### config.mk
export PLATFORM = sky130hd
export DESIGN_NAME = eth_tx_pkt_gen
export DESIGN_NICKNAME = d
export VERILOG_FILES = /design/src/rtl/eth_tx_pkt_gen_pkg.sv /design/src/rtl/eth_tx_pkt_gen_payload.sv /design/src/rtl/eth_tx_pkt_gen.sv
export SDC_FILE = /design/constraint.sdc
export NUM_CORES = 1
export LEC_CHECK = 0
export CORE_ASPECT_RATIO = 2
export CORE_MARGIN = 5
export CORE_UTILIZATION = 45
export CTS_CLUSTER_SIZE = 10
export DETAILED_ROUTE_END_ITERATION = 7
export PLACE_DENSITY = 0.7
export SYNTH_ARGS = -nofsm -noshare
export SYNTH_HDL_FRONTEND = slang
export SYNTH_SLANG_ARGS = --single-unit
### constraint.sdc
create_clock -name clk -period 3.9 [get_ports clk]
set_clock_uncertainty 0.1 [all_clocks]
set_input_delay 0.78 -clock clk [delete_from_list [all_inputs] [get_ports clk]]
set_output_delay 0.78 -clock clk [all_outputs]
set_load 0.05 [all_outputs]
### src/rtl/eth_tx_pkt_gen_pkg.sv
// Shared types and helpers for the Ethernet TX frame generator.
// ETH_PKT_GEN_PRBS_EN selects PRBS31 payload instead of the incrementing pattern.
package eth_tx_pkt_gen_pkg;

    typedef enum logic [2:0] {
        IDLE,
        HDR0,
        HDR1,
        PAY,
        IPG
    } state_t;

    localparam int unsigned MIN_LEN_DEF   = 64;
    localparam int unsigned MAX_LEN_DEF   = 9600;
    localparam logic [15:0] ETHERTYPE_DEF = 16'h88B5;

    typedef struct packed {
        logic [30:0] state;
        logic [63:0] data;
    } prbs_step_t;

    function automatic logic [7:0] last_keep(input logic [2:0] rem);
        logic [7:0] k;
        k = (rem == 3'd0) ? 8'hFF : 8'((9'd1 << rem) - 9'd1);
        return k;
    endfunction

    // Header fields are built MSB-first; lane 0 of tdata is sent first.
    function automatic logic [63:0] bswap64(input logic [63:0] be);
        logic [63:0] le;
        le = '0;
        for (int unsigned j = 0; j < 8; j++) begin
            le[8*j +: 8] = be[8*(7-j) +: 8];
        end
        return le;
    endfunction

    // x^31 + x^28 + 1; output bit i of the word is the i-th generated bit.
    function automatic prbs_step_t prbs31_step64(input logic [30:0] s);
        prbs_step_t r;
        logic [30:0] x;
        logic        nb;
        x      = s;
        r.data = '0;
        for (int unsigned i = 0; i < 64; i++) begin
            nb        = x[30] ^ x[27];
            x         = {x[29:0], nb};
            r.data[i] = nb;
        end
        r.state = x;
        return r;
    endfunction

endpackage

### src/rtl/eth_tx_pkt_gen_payload.sv
// Payload word source: incrementing bytes by default, PRBS31 when
// ETH_PKT_GEN_PRBS_EN is defined.
module eth_tx_pkt_gen_payload
    import eth_tx_pkt_gen_pkg::*;
(
    input  logic        clk,
    input  logic        rst_n,
    input  logic        init_i,
    input  logic        advance_i,
    input  logic [30:0] seed_i,
    output logic [63:0] word_o
);

`ifdef ETH_PKT_GEN_PRBS_EN
    logic [30:0] lfsr_q, lfsr_d;
    prbs_step_t  step;

    always_comb begin
        step   = prbs31_step64(lfsr_q);
        lfsr_d = lfsr_q;
        if (init_i) begin
            lfsr_d = seed_i;
        end else if (advance_i) begin
            lfsr_d = step.state;
        end
    end

    always_ff @(posedge clk or negedge rst_n) begin
        if (!rst_n) begin
            lfsr_q <= '1;
        end else begin
            lfsr_q <= lfsr_d;
        end
    end

    assign word_o = step.data;
`else
    logic [7:0] base_q, base_d;
    logic       unused_seed;

    assign unused_seed = ^seed_i[30:8];

    always_comb begin
        base_d = base_q;
        if (init_i) begin
            base_d = seed_i[7:0];
        end else if (advance_i) begin
            base_d = base_q + 8'd8;
        end
    end

    always_ff @(posedge clk or negedge rst_n) begin
        if (!rst_n) begin
            base_q <= '0;
        end else begin
            base_q <= base_d;
        end
    end

    always_comb begin
        word_o = '0;
        for (int unsigned j = 0; j < 8; j++) begin
            word_o[8*j +: 8] = base_q + 8'(j);
        end
    end
`endif

endmodule

### src/rtl/eth_tx_pkt_gen.sv
// Per-channel AXI-ST Ethernet TX frame generator (fixed length, seq number, payload).
// Define ETH_PKT_GEN_PRBS_EN for PRBS31 payload.
module eth_tx_pkt_gen
    import eth_tx_pkt_gen_pkg::*;
#(
    parameter int unsigned DATA_W    = 64,
    parameter int unsigned MIN_LEN   = MIN_LEN_DEF,
    parameter int unsigned MAX_LEN   = MAX_LEN_DEF,
    parameter logic [15:0] ETHERTYPE = ETHERTYPE_DEF
) (
    input  logic                clk,
    input  logic                rst_n,
    input  logic                cfg_start,
    input  logic                cfg_stop,
    input  logic [13:0]         cfg_pkt_len,
    input  logic [31:0]         cfg_num_pkts,
    input  logic [7:0]          cfg_ipg,
    input  logic [47:0]         cfg_dst_mac,
    input  logic [47:0]         cfg_src_mac,
    output logic                tx_tvalid,
    input  logic                tx_tready,
    output logic [DATA_W-1:0]   tx_tdata,
    output logic [DATA_W/8-1:0] tx_tkeep,
    output logic                tx_tlast,
    output logic                busy,
    output logic                done,
    output logic [31:0]         pkt_cnt,
    output logic [47:0]         byte_cnt
);

    localparam logic [13:0] MIN_L = 14'(MIN_LEN);
    localparam logic [13:0] MAX_L = 14'(MAX_LEN);

    state_t      state_q, state_d;
    logic [13:0] len_q, len_d;
    logic [31:0] num_q, num_d;
    logic [7:0]  ipg_q, ipg_d, gap_q, gap_d;
    logic [47:0] dst_q, dst_d, src_q, src_d;
    logic [15:0] seq_q, seq_d;
    logic [10:0] beat_q, beat_d;
    logic [31:0] pkt_q, pkt_d;
    logic [47:0] bytes_q, bytes_d;
    logic        stop_q, stop_d, done_q, done_d;

    logic [13:0] len_clamp;
    logic [10:0] nbeats;
    logic        is_last, fire, end_run;
    logic        pay_init, pay_adv;
    logic [30:0] pay_seed;
    logic [63:0] pay_word;

    assign len_clamp = (cfg_pkt_len < MIN_L) ? MIN_L :
                       (cfg_pkt_len > MAX_L) ? MAX_L : cfg_pkt_len;
    assign nbeats    = 11'((len_q + 14'd7) >> 3);
    assign tx_tvalid = state_q inside {HDR0, HDR1, PAY};
    assign is_last   = (state_q == PAY) && (beat_q == nbeats - 11'd1);
    assign fire      = tx_tvalid && tx_tready;
    assign end_run   = ((num_q != '0) && (pkt_q + 32'd1 == num_q)) || stop_q || cfg_stop;

`ifdef ETH_PKT_GEN_PRBS_EN
    assign pay_init = (state_q == IDLE) && cfg_start;
    assign pay_seed = 31'h7FFF_FFFF;
`else
    // Reloaded every header beat so each frame starts from its own seq.
    assign pay_init = (state_q == HDR0) || (state_q == HDR1);
    assign pay_seed = {23'd0, seq_q[7:0]};
`endif
    assign pay_adv  = (state_q == PAY) && fire;

    eth_tx_pkt_gen_payload u_payload (
        .clk       (clk),
        .rst_n     (rst_n),
        .init_i    (pay_init),
        .advance_i (pay_adv),
        .seed_i    (pay_seed),
        .word_o    (pay_word)
    );

    always_comb begin
        tx_tdata = '0;
        tx_tkeep = '0;
        tx_tlast = 1'b0;
        unique case (state_q)
            HDR0: begin
                tx_tdata = bswap64({dst_q, src_q[47:32]});
                tx_tkeep = '1;
            end
            HDR1: begin
                tx_tdata = bswap64({src_q[31:0], ETHERTYPE, seq_q});
                tx_tkeep = '1;
            end
            PAY: begin
                tx_tdata = pay_word;
                tx_tkeep = is_last ? last_keep(len_q[2:0]) : '1;
                tx_tlast = is_last;
            end
            default: ;
        endcase
    end

    always_comb begin
        state_d = state_q;
        len_d   = len_q;
        num_d   = num_q;
        ipg_d   = ipg_q;
        gap_d   = gap_q;
        dst_d   = dst_q;
        src_d   = src_q;
        seq_d   = seq_q;
        beat_d  = beat_q;
        pkt_d   = pkt_q;
        bytes_d = bytes_q;
        stop_d  = stop_q;
        done_d  = 1'b0;

        if (cfg_stop && (state_q != IDLE)) begin
            stop_d = 1'b1;
        end

        unique case (state_q)
            IDLE: begin
                if (cfg_start) begin
                    len_d   = len_clamp;
                    num_d   = cfg_num_pkts;
                    ipg_d   = cfg_ipg;
                    dst_d   = cfg_dst_mac;
                    src_d   = cfg_src_mac;
                    seq_d   = '0;
                    beat_d  = '0;
                    pkt_d   = '0;
                    bytes_d = '0;
                    stop_d  = 1'b0;
                    state_d = HDR0;
                end
            end
            HDR0, HDR1: begin
                if (fire) begin
                    beat_d  = beat_q + 11'd1;
                    state_d = (state_q == HDR0) ? HDR1 : PAY;
                end
            end
            PAY: begin
                if (fire && is_last) begin
                    pkt_d   = pkt_q + 32'd1;
                    bytes_d = bytes_q + 48'(len_q);
                    seq_d   = seq_q + 16'd1;
                    beat_d  = '0;
                    if (end_run) begin
                        state_d = IDLE;
                        stop_d  = 1'b0;
                        done_d  = 1'b1;
                    end else if (ipg_q == '0) begin
                        state_d = HDR0;
                    end else begin
                        gap_d   = ipg_q - 8'd1;
                        state_d = IPG;
                    end
                end else if (fire) begin
                    beat_d = beat_q + 11'd1;
                end
            end
            IPG: begin
                if (cfg_stop || stop_q) begin
                    state_d = IDLE;
                    stop_d  = 1'b0;
                    done_d  = 1'b1;
                end else if (gap_q == '0) begin
                    state_d = HDR0;
                end else begin
                    gap_d = gap_q - 8'd1;
                end
            end
            default: state_d = IDLE;
        endcase
    end

    always_ff @(posedge clk or negedge rst_n) begin
        if (!rst_n) begin
            state_q <= IDLE;
            len_q   <= '0;
            num_q   <= '0;
            ipg_q   <= '0;
            gap_q   <= '0;
            dst_q   <= '0;
            src_q   <= '0;
            seq_q   <= '0;
            beat_q  <= '0;
            pkt_q   <= '0;
            bytes_q <= '0;
            stop_q  <= 1'b0;
            done_q  <= 1'b0;
        end else begin
            state_q <= state_d;
            len_q   <= len_d;
            num_q   <= num_d;
            ipg_q   <= ipg_d;
            gap_q   <= gap_d;
            dst_q   <= dst_d;
            src_q   <= src_d;
            seq_q   <= seq_d;
            beat_q  <= beat_d;
            pkt_q   <= pkt_d;
            bytes_q <= bytes_d;
            stop_q  <= stop_d;
            done_q  <= done_d;
        end
    end

    assign busy     = (state_q != IDLE);
    assign done     = done_q;
    assign pkt_cnt  = pkt_q;
    assign byte_cnt = bytes_q;

endmodule

==> results.py <==
metrics = {
    "status": {
        "violations": "setup timing",
        "outcome": "finished with violations",
    },
    "sta": {
        "layout_setup_ws_ns": -0.595,
        "fin_crit_sh": 1.15,
        "tightest_slew_ns": 0.875,
        "finalMaxSlewViolations": 0,
        "max-slew-margin-rel": 0.417,
        "setup_viol": 16,
        "hold_violations": 0,
        "min_period_ns": 4.49,
        "max_freq_ghz": 0.222,
        "hold_slack_ns": 0.204,
        "rsz0062_at_grt": "true",
    },
    "global_routing": {
        "grt.busiest_layer": "met2",
        "grt_use_met1": 0.284,
        "grt.met3_usage": 0.0459,
        "grt_use_met2": 0.518,
        "grt_first_pass_wirelength_um": 94600,
        "grt_pass1_vias": 17645,
        "grt_max_degree": 113,
        "grt-ovfl-total": 0,
        "antenna_found_initial": 3,
        "grt_usage": 0.282,
    },
    "route": {
        "drt-total-wl_um": 61500,
        "vias": 17113,
        "via_per_inst": 5.86,
        "antenna_left": 0,
        "drc_errors": 0,
        "drt_first_pass_iters": 5,
        "wl_per_cell_um": 21.0,
        "drt_first_iter_violations": 925,
    },
    "floorplanning": {
        "rows": 100,
        "die_area_mm2": 0.0417,
        "coreArea_mm2": 0.0372,
        "chipWidth_um": 147,
        "io_pins": 311,
        "initial_utilization": 0.454,
        "die_y_um": 284,
    },
    "power_and_ir_drop": {
        "ir_drop_mv": 0.643,
        "power_density_mw_per_mm2": 754,
        "leakage_nw": 10.2,
        "power_mw": 17.5,
    },
    "clocking": {
        "clkTransAtPathRegs_ns": 0.06,
        "clkSinkCount": 278,
        "holdBufCountCts": 0,
        "cts_tree": "done",
        "cts_made_buffers": 34,
        "ctsHtreeMaxLevel": 2,
        "insertion_delay_ns": 0.53,
        "cts_max_path_buffers": 3,
        "cts-root-buf": "clkbuf_16",
    },
    "layout": {
        "final_cell_mix": "546 x nand2_1, 274 x dfrtp_1, 238 x clkdlybuf4s50_1",
        "num-nets-final": 2636,
        "layout-drive-gt1-share": 0.144,
        "fin_cells": 2920,
        "areaGrowthSynthToFinish_pct": 37.7,
        "layout_commonest_cell": "nand2_1",
        "final_area_mm2": 0.0232,
    },
    "setup_path": {
        "crit_type": "reg2out",
        "cp_max_fo": 3,
        "arrival_ns": 3.61,
        "crit_path_end_kind": "output pin",
        "crit_path_start_kind": "flip-flop",
        "required_ns": 3.02,
    },
    "synthesis": {
        "synth.net_count": 2290,
        "netlist_area_mm2": 0.0169,
        "ys_seq_area_frac": 0.412,
        "async_reset_ff_frac": 1.00,
        "syn_inst": 2105,
        "synth_ff_type": "dfrtp_1",
        "syn_avg_cell_area_um2": 8.02,
        "synth-edff-count": 0,
        "synth_cell_types": 79,
        "yosysWarningCount": 0,
        "ys_seq_elements": 278,
    },
    "placed_design": {
        "place_congestion": 0.913,
        "placed_cells": 2849,
        "portBuffers": 310,
        "dpl_cell_area_mm2": 0.0216,
        "post-dp-hpwl_um": 44400,
    },
    "hold_path": {
        "hp-class": "in2async",
    },
    "job": {
        "cap_violations": 0,
    },
}
==> synth_stat cells (8+ instances only) <==
| library cell | number | area, µm² |
|---|---|---|
| a22oi_1 | 40 | 300 |
| a21oi_1 | 95 | 475 |
| and4_1 | 8 | 70.1 |
| o211ai_1 | 10 | 75.1 |
| and3_1 | 20 | 125 |
| ha_1 | 29 | 363 |
| a311oi_1 | 9 | 78.8 |
| or2_2 | 10 | 62.6 |
| a22o_1 | 12 | 105 |
| buf_1 | 12 | 45.0 |
| a31oi_1 | 21 | 131 |
| mux2i_1 | 14 | 140 |
| buf_2 | 11 | 55.1 |
| clkbuf_1 | 114 | 428 |
| mux2_2 | 18 | 203 |
| o21ai_0 | 127 | 636 |
| o31ai_1 | 28 | 210 |
| nand4_1 | 36 | 225 |
| xnor2_1 | 97 | 850 |
| nor3_1 | 29 | 145 |
| xor2_1 | 43 | 377 |
| nand2b_1 | 13 | 81.3 |
| nor4_1 | 30 | 188 |
| dfrtp_1 | 278 | 6960 |
| nand2_1 | 553 | 2080 |
| a211oi_1 | 14 | 105 |
| inv_1 | 32 | 120 |
| or3_1 | 23 | 144 |
| and2_1 | 10 | 62.6 |
| nor2_1 | 190 | 713 |
| nand3_1 | 53 | 265 |
| a2111oi_0 | 12 | 105 |
| nor2b_1 | 18 | 113 |
==> cell type report <==
class	instances	area, µm²
clock inverters	2	17.5
inverters	33	124
flip-flops and latches	278	6960
well taps	459	574
repair buffers	448	4950
multi-input cells	1656	9700
diodes	3	7.51
fillers	3228	13900
clock buffers	41	908
==> logic make-up after synthesis <==
family,count (synthesis),synth area share
muxes,32,0.0203
AOI/OAI and AO/OA,422,0.159
adders and majority gates,30,0.0227
xor gates and xnor gates,140,0.0726
DFF,278,0.412
and+or+nand+nor,1031,0.274
buffers and inverters,172,0.0394
==> what timing repair did <==
action	CTS	global route
resized for setup	32	71
pin swaps	10	30
setup endpoints to repair	78	94
gates cloned	2	4
setup buffers	10	11
hold endpoints to repair	0	0
==> metrics by stage <==
step           setup WS, ns  utilization  setup TNS (ns)
6_report             -0.595        0.626           -4.35
5_1_grt              -0.725        0.626           -8.27
4_1_cts              -0.570        0.614           -3.77
3_5_place_dp         -0.322        0.582           -4.78
3_3_place_gp         -0.302        0.582           -2.18
2_1_floorplan        -0.538            -           -2.37
==> state kept, by name, summed over array words and instances, names as in the netlist <==
name / cells
byte_cnt: 48
done: 1
src_q: 48
num_q: 32
state_q: 3
ipg_q: 8
stop_q: 1
dst_q: 48
beat_q: 11
len_q: 14
u_payload.base_q: 8
seq_q: 16
gap_q: 8
pkt_cnt: 32
==> worst max-delay path, cell delays in order (launching register included) <==
cell     delay (ns)
dfrtp_1        0.38
or3_4          0.42
or2_4          0.26
nand2_4        0.08
ha_4           0.15
xor2_2         0.08
or4_4          0.44
nor2_4         0.10
a31oi_2        0.05
or2_4          0.29
nor4_4         0.26
buf_4          0.16
a21oi_2        0.06
a31o_2         0.23
buf_6          0.15
==> worst paths after layout <==
kind,start,end,slack [ns],cells after the start
setup / recovery,len_q[2],tx_tkeep[2],-0.59,14
hold / removal,rst_n,dst_q[36],0.20,1
max in group asynchronous,rst_n,beat_q[5],2.61,2
min in group clk,src_q[38],src_q[38],0.37,2
hold reg to reg,src_q[38],src_q[38],0.37,2
setup reg to reg,len_q[2],byte_cnt[47],-0.09,17
==> metal layers <==
metal  vias up  part of all wire
met5         -                 0
met4         0             0.081
met3       263             0.055
met2       695              0.53
met1      8196              0.33
li1       7959                 -
==> power breakdown <==
part	total [mW]	switching [mW]	internal, mW
combinational	10.2	6.03	4.16
sequential	4.50	0.790	3.71
clock	2.85	1.22	1.62
No activity file was read; power rests on OpenSTA's default activity.
